--- src/rtl/cic_pkg.sv ---
// Shared CIC definitions: parameter range limits, the signed sample type and width helpers.
// The integrator, decimator and comb blocks all import this package.
package cic_pkg;

    localparam int N_MAX    = 8;
    localparam int M_MAX    = 4;
    localparam int CH_MAX   = 16;
    localparam int SAMPLE_W = 10;

    typedef logic signed [SAMPLE_W-1:0] sample_t;

    function automatic int clog2(input int value);
        int result;
        result = 0;
        for (int i = 0; i < 31; i++) begin
            if ((1 << i) < value) begin
                result = i + 1;
            end
        end
        return result;
    endfunction

    // A single channel still needs a one-bit index so the port never collapses to zero width.
    function automatic int chanWidth(input int channels);
        return (clog2(channels) > 1) ? clog2(channels) : 1;
    endfunction

endpackage

--- src/rtl/cic_comb_mc_if.sv ---
// Strobed sample stream into and out of the multi-channel comb section.
interface cic_comb_mc_if #(
    parameter int W  = 10,
    parameter int CH = 2
);
    import cic_pkg::*;

    localparam int CW = chanWidth(CH);

    logic                 din_vld;
    logic [CW-1:0]        din_ch;
    logic signed [W-1:0]  din;
    logic                 dout_vld;
    logic [CW-1:0]        dout_ch;
    logic signed [W-1:0]  dout;

    modport master (
        output din_vld, din_ch, din,
        input  dout_vld, dout_ch, dout
    );

    modport slave (
        input  din_vld, din_ch, din,
        output dout_vld, dout_ch, dout
    );

endinterface

--- src/rtl/cic_comb_mc_comb_stage.sv ---
// One differentiator y = x - x[n-M] with an independent M-deep history per channel.
// Histories advance only on accepted samples of their own channel.
module comb_stage
    import cic_pkg::*;
#(
    parameter int W  = 10,
    parameter int M  = 1,
    parameter int CH = 2,
    parameter int CW = chanWidth(CH)
) (
    input  logic          clk,
    input  logic          rstn,
    input  logic          clr,
    input  logic          vld_i,
    input  logic [CW-1:0] ch_i,
    input  logic [W-1:0]  data_i,
    output logic          vld_o,
    output logic [CW-1:0] ch_o,
    output logic [W-1:0]  data_o
);

    localparam logic [CW:0] CH_LIMIT = (CW + 1)'(CH);

    logic [W-1:0]  hist_q [CH][M];
    logic          vld_q;
    logic [CW-1:0] ch_q;
    logic [W-1:0]  data_q;

    logic [W-1:0]  tap_d;
    logic [W-1:0]  data_d;
    logic          accept_d;

    // Out-of-range channel tags are dropped here so they never touch any history.
    always_comb begin
        tap_d = '0;
        for (int c = 0; c < CH; c++) begin
            if (ch_i == CW'(c)) begin
                tap_d = hist_q[c][M-1];
            end
        end
        accept_d = vld_i && ({1'b0, ch_i} < CH_LIMIT);
        data_d   = data_i - tap_d;
    end

    always_ff @(posedge clk or negedge rstn) begin
        if (!rstn) begin
            vld_q  <= 1'b0;
            ch_q   <= '0;
            data_q <= '0;
            for (int c = 0; c < CH; c++) begin
                for (int j = 0; j < M; j++) begin
                    hist_q[c][j] <= '0;
                end
            end
        end else if (clr) begin
            vld_q <= 1'b0;
            for (int c = 0; c < CH; c++) begin
                for (int j = 0; j < M; j++) begin
                    hist_q[c][j] <= '0;
                end
            end
        end else begin
            vld_q <= accept_d;
            if (accept_d) begin
                ch_q   <= ch_i;
                data_q <= data_d;
                // History updates on the same edge the difference is registered, so a
                // same-channel sample in the very next cycle already sees it.
                for (int c = 0; c < CH; c++) begin
                    if (ch_i == CW'(c)) begin
                        hist_q[c][0] <= data_i;
                        for (int j = 1; j < M; j++) begin
                            hist_q[c][j] <= hist_q[c][j-1];
                        end
                    end
                end
            end
        end
    end

    assign vld_o  = vld_q;
    assign ch_o   = ch_q;
    assign data_o = data_q;

endmodule

--- src/rtl/cic_comb_mc.sv ---
// Multi-channel CIC comb section: N cascaded comb_stage instances, one register level each,
// so a sample presented on din emerges on dout N cycles later.
module cic_comb_mc
    import cic_pkg::*;
#(
    parameter int W  = 10,
    parameter int N  = 3,
    parameter int M  = 1,
    parameter int CH = 2
) (
    input  logic          clk,
    input  logic          rstn,
    input  logic          clr,
    cic_comb_mc_if.slave  bus
);

    localparam int CW = chanWidth(CH);

    logic          vld  [N+1];
    logic [CW-1:0] ch   [N+1];
    logic [W-1:0]  data [N+1];

    assign vld[0]  = bus.din_vld;
    assign ch[0]   = bus.din_ch;
    assign data[0] = bus.din;

    for (genvar k = 0; k < N; k++) begin : g_stage
        comb_stage #(
            .W  (W),
            .M  (M),
            .CH (CH),
            .CW (CW)
        ) u_stage (
            .clk    (clk),
            .rstn   (rstn),
            .clr    (clr),
            .vld_i  (vld[k]),
            .ch_i   (ch[k]),
            .data_i (data[k]),
            .vld_o  (vld[k+1]),
            .ch_o   (ch[k+1]),
            .data_o (data[k+1])
        );
    end

    assign bus.dout_vld = vld[N];
    assign bus.dout_ch  = ch[N];
    assign bus.dout     = data[N];

endmodule

--- src/flat_wrapper.sv ---
// flat-port wrapper written by rule: the top's interface ports become plain ports
module cic_comb_mc_flat import cic_pkg::*;
#(
    parameter int W  = 10,
    parameter int N  = 3,
    parameter int M  = 1,
    parameter int CH = 2
)
  (clk, rstn, clr, bus_din_vld, bus_din_ch, bus_din, bus_dout_vld, bus_dout_ch, bus_dout);
  cic_comb_mc_if #(.W(W), .CH(CH)) bus_i ();
  input  logic clk;
  input  logic rstn;
  input  logic clr;
  input wire logic [$bits(bus_i.din_vld)-1:0] bus_din_vld;
  input wire logic [$bits(bus_i.din_ch)-1:0] bus_din_ch;
  input wire logic [$bits(bus_i.din)-1:0] bus_din;
  output wire logic [$bits(bus_i.dout_vld)-1:0] bus_dout_vld;
  output wire logic [$bits(bus_i.dout_ch)-1:0] bus_dout_ch;
  output wire logic [$bits(bus_i.dout)-1:0] bus_dout;
  assign bus_i.din_vld = bus_din_vld;
  assign bus_i.din_ch = bus_din_ch;
  assign bus_i.din = bus_din;
  assign bus_dout_vld = bus_i.dout_vld;
  assign bus_dout_ch = bus_i.dout_ch;
  assign bus_dout = bus_i.dout;
  cic_comb_mc #(.W(W), .N(N), .M(M), .CH(CH)) u_core (.clk(clk), .rstn(rstn), .clr(clr), .bus(bus_i));
endmodule
--- config.mk ---
export PLATFORM = sky130hd
export DESIGN_NAME = cic_comb_mc_flat
export DESIGN_NICKNAME = d
export VERILOG_FILES = /design/src/rtl/cic_pkg.sv /design/src/rtl/cic_comb_mc_if.sv /design/src/rtl/cic_comb_mc_comb_stage.sv /design/src/rtl/cic_comb_mc.sv /design/src/flat_wrapper.sv
export SDC_FILE = /design/constraint.sdc
export NUM_CORES = 1
export LEC_CHECK = 0
export ABC_AREA = 1
export BUFFER_PORTS_ARGS = -buffer_cell sky130_fd_sc_hd__buf_2
export CAP_MARGIN = 20
export CORE_MARGIN = 1.5
export CORE_UTILIZATION = 55
export CTS_CLUSTER_SIZE = 10
export DETAILED_ROUTE_END_ITERATION = 7
export PLACE_DENSITY = 0.81
export SLEW_MARGIN = 20
export SYNTH_ARGS = -nofsm -noshare
export SYNTH_HDL_FRONTEND = slang
export SYNTH_HIERARCHICAL = 1
export SYNTH_SLANG_ARGS = --single-unit
export TNS_END_PERCENT = 30
--- constraint.sdc ---
create_clock -name clk -period 3.06 [get_ports clk]
set_input_delay 0.612 -clock clk [delete_from_list [all_inputs] [get_ports clk]]
set_output_delay 0.612 -clock clk [all_outputs]
set_load 0.02 [all_outputs]
==> impl_metrics.ini, run 1 <==
[outcome]
status = complete, no violations

[logic_synthesis]
synth_top_cell_by_area = dfrtp_1
ys_types = 31
yosys_warnings = 6
post_synth_xor_area_fraction_pct = 1.10
synthMuxAreaShare_pct = 0
synth_area_mm2 = 0.00557
ys_seq_area_share_pct = 43.1
synth-simple-area-share_pct = 25.7
synthCells = 698
synth.area.top_cells = dfrtp_1, nand2_1, nand3_1
synth.avg_cell_area_um2 = 7.98
ys_ff_latch = 96
synth_compound_area_share_pct = 13.7
synth_top_area_share_pct = 43.1
syn_nets = 743
synthAdderAreaFrac_pct = 7.14
synth_top_family_by_area = simple AND/OR/NAND/NOR gates

[final_layout]
drive_gt1_share_pct = 13.4
final_common_cell = nand2_1
diodes = 0
final_cell_mix = nand2_1, dfrtp_1, inv_1
area.growth.synth_to_final_pct = 7.84
fin_nets = 766
nFillCells = 873

[sta]
fin_skew_ns = 0.0103
tns_ns = 0
setup_viol = 0
timing.fmax_mhz = 446
max_slew_margin_pct = 62.7
rsz0062_at_grt = false
slew_viol_final = 0
post-route-min-period_ns = 2.24
hold_violations = 0
period_share_pct = 73.3
tightestPinTransition_ns = 0.560

[clocking]
htree_levels = 3
ctsRootBufferMaster = clkbuf_8
clkSlewWorstSetupHoldPaths_ns = 0.10
ctsResizeCount = 0
ctsHoldBuffers = 0
cts_sinks = 96
insertion_delay_ns = 0.36
clockBufferDepth = 2
cts_setup_buffers = 0
cts_buffers = 9
tritoncts = done

[placement]
gp_congestion = 0.888
port_buffers = 26
dp_hpwl_um = 8590

[die]
die_area_mm2 = 0.0107
pin_count = 27
die_w_um = 104
die_h_um = 104
num_rows = 36
core_area_mm2 = 0.00982
start_util_pct = 56.7

[pwr]
p_total_w = 0.00413
ir_worst_vdd_mv = 0.319
power_per_cell_area_mw_per_mm2 = 688
static-leakage-power_nw = 2.92

[grt]
antenna_found_initial = 0
grt_use_total_pct = 23.1
first_global_vias = 4486
grt-ovfl-total = 0
grt_pass1_wl_um = 20600
grt_max_degree = 55

[setup_path]
worst_setup_path_start_kind = input port
crit_chain = buf_2 -> nand2_1 -> o21ai_0 -> ha_1 -> inv_1 -> fa_1 -> nand3_1 -> nand2_1 -> nand3_1 -> nand2_1 -> nand2_1 -> nand3_1 -> nand2_1
critPathKind = input port to flip-flop
endpoint_kind = flip-flop
cpPeakStageDelay_ns = 0.41
crit_slowest_cell = buf_2
critPathArrivalTime_ns = 2.54
cp.required_ns = 3.36
critical_path.most_common_cell = nand2_1
cp_max_fo = 32

[routing]
ant_nets = 0
via_count = 4675
firstDrtPassIters = 4
drtIter0Drc = 356
drcViolationCount = 0
via_per_inst = 5.45
wl_per_cell_um = 13.9
wl_um = 11900

[worst_hold_path]
hold_class = input port to asynchronous set/reset pin

[flow_run]
cap_viol_max_count = 0
[cells in the mapped netlist]
cell type / n
xnor2_1: 4
ha_1: 27
o21a_1: 3
nand2_2: 5
nor2_4: 6
nand3b_1: 7
nand2_1: 180
o21ai_4: 2
a21oi_2: 3
o21bai_4: 2
nor2_2: 2
inv_1: 95
nand4_1: 3
a21oi_1: 14
o21ai_2: 14
o21ai_0: 70
clkbuf_1: 5
o21ai_1: 13
o22ai_1: 6
nand3_2: 2
nor2_1: 12
nand3_1: 92
buf_4: 7
fa_1: 3
inv_2: 12
nor2_8: 1
dfrtp_1: 96
buf_6: 1
nor3_2: 3
buf_2: 5
xor2_1: 3
[state kept, by name (all words and copies together), names as in the netlist]
name / cells
u_core/g_stage.u_stage/data_o: 30
u_core/g_stage.u_stage/vld_o: 3
u_core/g_stage.u_stage/ch_o: 3
u_core/g_stage.u_stage/hist_q: 60
[cells by family (layout without fill, tap and decap cells)]
kind of cell	count (synthesis)	after routing
and+or+nand+nor	313	313
AOI/OAI and AO/OA	127	127
buffers and inverters	125	152
DFF	96	96
adders and majority gates	30	30
xor gates and xnor gates	7	7
[critical path: cells and delay by family]
family | cells | cell delay [ns]
compound gates | 1 | 0.09
simple gates | 8 | 0.67
fa+ha+maj | 2 | 0.66
buf+inv | 2 | 0.50
[cell type report]
| class | count | area, um2 | share of cell area (%) |
|---|---|---|---|
| Clock buffer | 10 | 138 | 2.29 |
| Multi-Input combinational cell | 477 | 2660 | 44.3 |
| Timing Repair Buffer | 30 | 175 | 2.92 |
| Sequential cell | 96 | 2400 | 40.0 |
| Tap cell | 133 | 166 | 2.77 |
| Clock inverter | 5 | 65.1 | 1.08 |
| Inverter | 107 | 402 | 6.69 |
[worst paths after layout]
kind	startpoint	end	cells after the start	slack, ns
setup / recovery	bus_din_ch	u_core/g_stage[0].u_stage/data_o[6]$_DFFE_PN0P_	13	0.82
min in group clk	u_core/g_stage[2].u_stage/ch_o$_DFFE_PN0P_	u_core/g_stage[2].u_stage/ch_o$_DFFE_PN0P_	2	0.48
max in group asynchronous	rstn	u_core/g_stage[0].u_stage/hist_q[16]$_DFFE_PN0P_	2	2.15
setup reg to reg	u_core/g_stage[1].u_stage/ch_o$_DFFE_PN0P_	u_core/g_stage[2].u_stage/data_o[8]$_DFFE_PN0P_	11	0.90
hold reg to reg	u_core/g_stage[2].u_stage/ch_o$_DFFE_PN0P_	u_core/g_stage[2].u_stage/ch_o$_DFFE_PN0P_	2	0.48
hold / removal	rstn	u_core/g_stage[2].u_stage/hist_q[16]$_DFFE_PN0P_	1	0.24
[per-layer routing]
| metal | wire length (um) | GRT usage, % | up-vias |
|---|---|---|---|
| li1 | - | - | 2313 |
| met4 | 153 | 8.23 | 0 |
| met1 | 5360 | 30.2 | 2235 |
| met2 | 5980 | 40.1 | 112 |
| met5 | 0 | 0 | - |
| met3 | 439 | 2.45 | 15 |
[per-stage QoR]
step | area [um2] | hold slack [ns] | setup WS [ns] | utilization, % | std cells
final | 6010 | 0.243 | 0.818 | 61.2 | 858
after global routing | 6010 | 0.268 | 0.704 | 61.2 | 858
after global placement | 5800 | 0.451 | 0.530 | 59.1 | 843
after CTS | 6010 | 0.251 | 0.853 | 61.2 | 858
after floorplan | 5570 | 0.316 | 0.749 | - | 698
after detailed placement | 5800 | 0.461 | 0.476 | 59.1 | 843
[power breakdown]
group          total [W]  internal [W]  switching [W]
registers        0.00162       0.00145       0.000166
logic            0.00165      0.000601        0.00105
clock network   0.000862      0.000405       0.000458
total            0.00413       0.00246        0.00167
Note: power is estimated with default switching activity, not from simulation.
==> run 2, diff against run 1 <==
--- a/config.mk
+++ b/config.mk
@@ -5,7 +5,7 @@
 export SDC_FILE = /design/constraint.sdc
 export NUM_CORES = 1
 export LEC_CHECK = 0
-export ABC_AREA = 1
+export ABC_AREA = 0
 export BUFFER_PORTS_ARGS = -buffer_cell sky130_fd_sc_hd__buf_2
 export CAP_MARGIN = 20
 export CORE_MARGIN = 1.5
==> constraint.sdc (replaced) <==
create_clock -name clk -period 2.3 [get_ports clk]
set_input_delay 0.46 -clock clk [delete_from_list [all_inputs] [get_ports clk]]
set_output_delay 0.46 -clock clk [all_outputs]
set_load 0.02 [all_outputs]
==> run 2 against run 1 <==
  * Clock power grew 47%
  * Worst setup slack worse by 0.78 ns
  * Critical path depth down 4
  * Routed wire length fell by 3.1%
  * Largest cell class unchanged
  * Die area fell by 5.2%
  * Clock-buffer cell count stayed put
  * Critical path type is now flip-flop to flip-flop
  * Global-route usage grew 1.6 points
  * Hold slack got worse by 0.19 ns
  * Register-to-register slack got worse by 0.86 ns
==> impl_metrics.ini, run 2 <==
[die]
die_h_um = 101
die_area_mm2 = 0.0102
die_w_um = 101
start_util_pct = 56.8
core_area_mm2 = 0.00928
pin_count = 27
num_rows = 35

[setup_path]
critPathKind = flip-flop to flip-flop
cp.required_ns = 2.59
critPathArrivalTime_ns = 2.55
worst_setup_path_start_kind = flip-flop
endpoint_kind = flip-flop
cp_max_fo = 4
r2r_setup_slack_ns = 0.04

[routing]
via_per_inst = 5.62
firstDrtPassIters = 5
via_count = 4325
met3_length_um = 433
wl_met2_um = 6060
ant_nets = 0
drcViolationCount = 0
wl_met1_um = 4890
wl_um = 11600
top_layer = met4
drtIter0Drc = 254
wl_per_cell_um = 15.0

[flow_run]
cap_viol_max_count = 0

[sta]
timing.fmax_mhz = 442
hold_violations = 0
setup_viol = 0
rsz0062_at_grt = true
tns_ns = 0
tightestPinTransition_ns = 0.765
worst_slack_ns = 0.0368
period_share_pct = 98.4
post-route-min-period_ns = 2.26
max_slew_margin_pct = 48.9
fin_skew_ns = 0.0179
slew_viol_final = 0

[final_layout]
final_common_cell = nand2_1
largest_register_ffs = 60
stdcell_count = 769
drive_gt1_share_pct = 20.6
final_cell_mix = nand2_1, dfrtp_1, a21oi_1
area.growth.synth_to_final_pct = 17.7
diodes = 0
fin_nets = 680
regMostFlops = u_core/g_stage.u_stage/hist_q

[logic_synthesis]
synth_most_common_cell = nand2_1
ys_ff_latch = 96
synth_top_cell_by_area = dfrtp_1
synthArstFlopShare_pct = 100
ys.flop_type = dfrtp_1
ys_seq_area_share_pct = 45.6
synthCells = 573
synth.avg_cell_area_um2 = 9.20
synthTopCellsByCount = nand2_1, dfrtp_1, a21oi_1
ys_types = 42
synth.area.top_cells = dfrtp_1, nand2_1, ha_1
synth_edf_count = 0
synth_top_area_share_pct = 45.6
yosys_warnings = 6
synth_area_mm2 = 0.00527
syn_nets = 618

[clocking]
cts_buffers = 9
htree_levels = 3
insertion_delay_ns = 0.36
tritoncts = done
ctsRootBufferMaster = clkbuf_8
cts_sinks = 96
clkSlewWorstSetupHoldPaths_ns = 0.10
clockBufferDepth = 2
ctsHoldBuffers = 0

[placement]
dpl.cell_count = 751
dp_hpwl_um = 8490
port_buffers = 26
gp_congestion = 0.834
post-place-ws_ns = -0.0774

[worst_hold_path]
hold_class = input port to asynchronous set/reset pin

[grt]
antenna_found_initial = 0
grt-ovfl-total = 0
grt_use_total_pct = 24.7
grt_pass1_wl_um = 20100
grt_max_degree = 38
first_global_vias = 4480

[pwr]
power_per_cell_area_mw_per_mm2 = 854
p_total_w = 0.00530
static-leakage-power_nw = 2.75
ir_worst_vdd_mv = 0.365

[outcome]
status = complete, no violations
## run 2: cell count changes after synthesis, moves of 8 or more
cell	previous run	this run
nand2_1	180	164
xnor2_1	4	12
clkbuf_1	5	24
inv_1	95	8
mux2i_1	0	27
o21ai_2	14	0
o21ai_0	70	20
nor3b_1	0	9
inv_2	12	2
nand3_1	92	8
nand2b_1	0	9
o21ai_1	13	0
a21o_1	0	9
a21oi_1	14	67
## run 2: layer usage
metal	up-vias	global-route usage (%)
li1	2113	-
met1	2083	29.1
met2	114	45.5
met3	15	2.84
met4	0	10.5
met5	-	0
## run 2: worst paths after layout
| check | start | to | depth (start not counted) |
|---|---|---|---|
| max in group asynchronous | rstn | u_core/g_stage[1].u_stage/hist_q[3]$_DFFE_PN0P_ | 2 |
| worst max register to register | u_core/g_stage[0].u_stage/ch_o$_DFFE_PN0P_ | u_core/g_stage[1].u_stage/data_o[6]$_DFFE_PN0P_ | 9 |
| worst max-delay path | u_core/g_stage[0].u_stage/ch_o$_DFFE_PN0P_ | u_core/g_stage[1].u_stage/data_o[6]$_DFFE_PN0P_ | 9 |
| worst min register to register | u_core/g_stage[2].u_stage/data_o[5]$_DFFE_PN0P_ | u_core/g_stage[2].u_stage/data_o[5]$_DFFE_PN0P_ | 2 |
| worst min-delay path | rstn | u_core/g_stage[2].u_stage/data_o[0]$_DFFE_PN0P_ | 1 |
| min in group clk | bus_din[7] | u_core/g_stage[0].u_stage/hist_q[17]$_DFFE_PN0P_ | 3 |
## run 2: where the power goes
part	switching [W]	internal [W]	leakage, nW
Sequential	0.000210	0.00192	1.27
Combinational	0.00100	0.000898	1.36
Clock	0.000611	0.000656	0.118
Total	0.00182	0.00348	2.75
## run 2: kinds of logic (layout without fill, tap and decap cells)
kind of cell	after synthesis	after routing	share of synthesized area (%)
AND/OR/NAND/NOR	237	237	20.7
AO/OA/AOI/OAI	128	128	15.3
flip-flops	96	96	45.6
buffers and inverters	38	105	2.78
multiplexers	32	32	6.19
adder cells (fa/ha/maj)	30	30	7.54
XOR/XNOR	12	12	1.99
## run 2: critical path, stage by stage, from the launching register on
cell and delay (ns):
dfrtp_2 0.46, mux2_4 0.22, ha_4 0.13, inv_2 0.04, fa_2 0.39, a21o_1 0.17, a21o_1 0.20, a21oi_4 0.19
mux2_4 0.31, o211ai_1 0.08
## run 2: per-stage QoR
stage               util (%)  area, um2  hold slack, ns
floorplan                  -       5410           0.164
global placement        63.9       5930           0.451
detailed placement      63.9       5930           0.453
CTS                     66.6       6180          0.0464
global route            66.8       6210          0.0733
finish                  66.8       6210          0.0556
## run 2: final cells by class
type	count	area (um2)
multi-input cells	439	2830
well taps	129	161
inverters	11	41.3
flip-flops and latches	96	2400
clock buffers	10	138
fillers	716	3080
clock inverters	6	95.1
repair buffers	78	539
## run 2: what timing repair did
action	CTS	global route
endpoints found under the hold margin	0	0
pin swaps	0	1
setup endpoints to repair	3	4
gates resized for setup	4	3
setup buffers	0	2
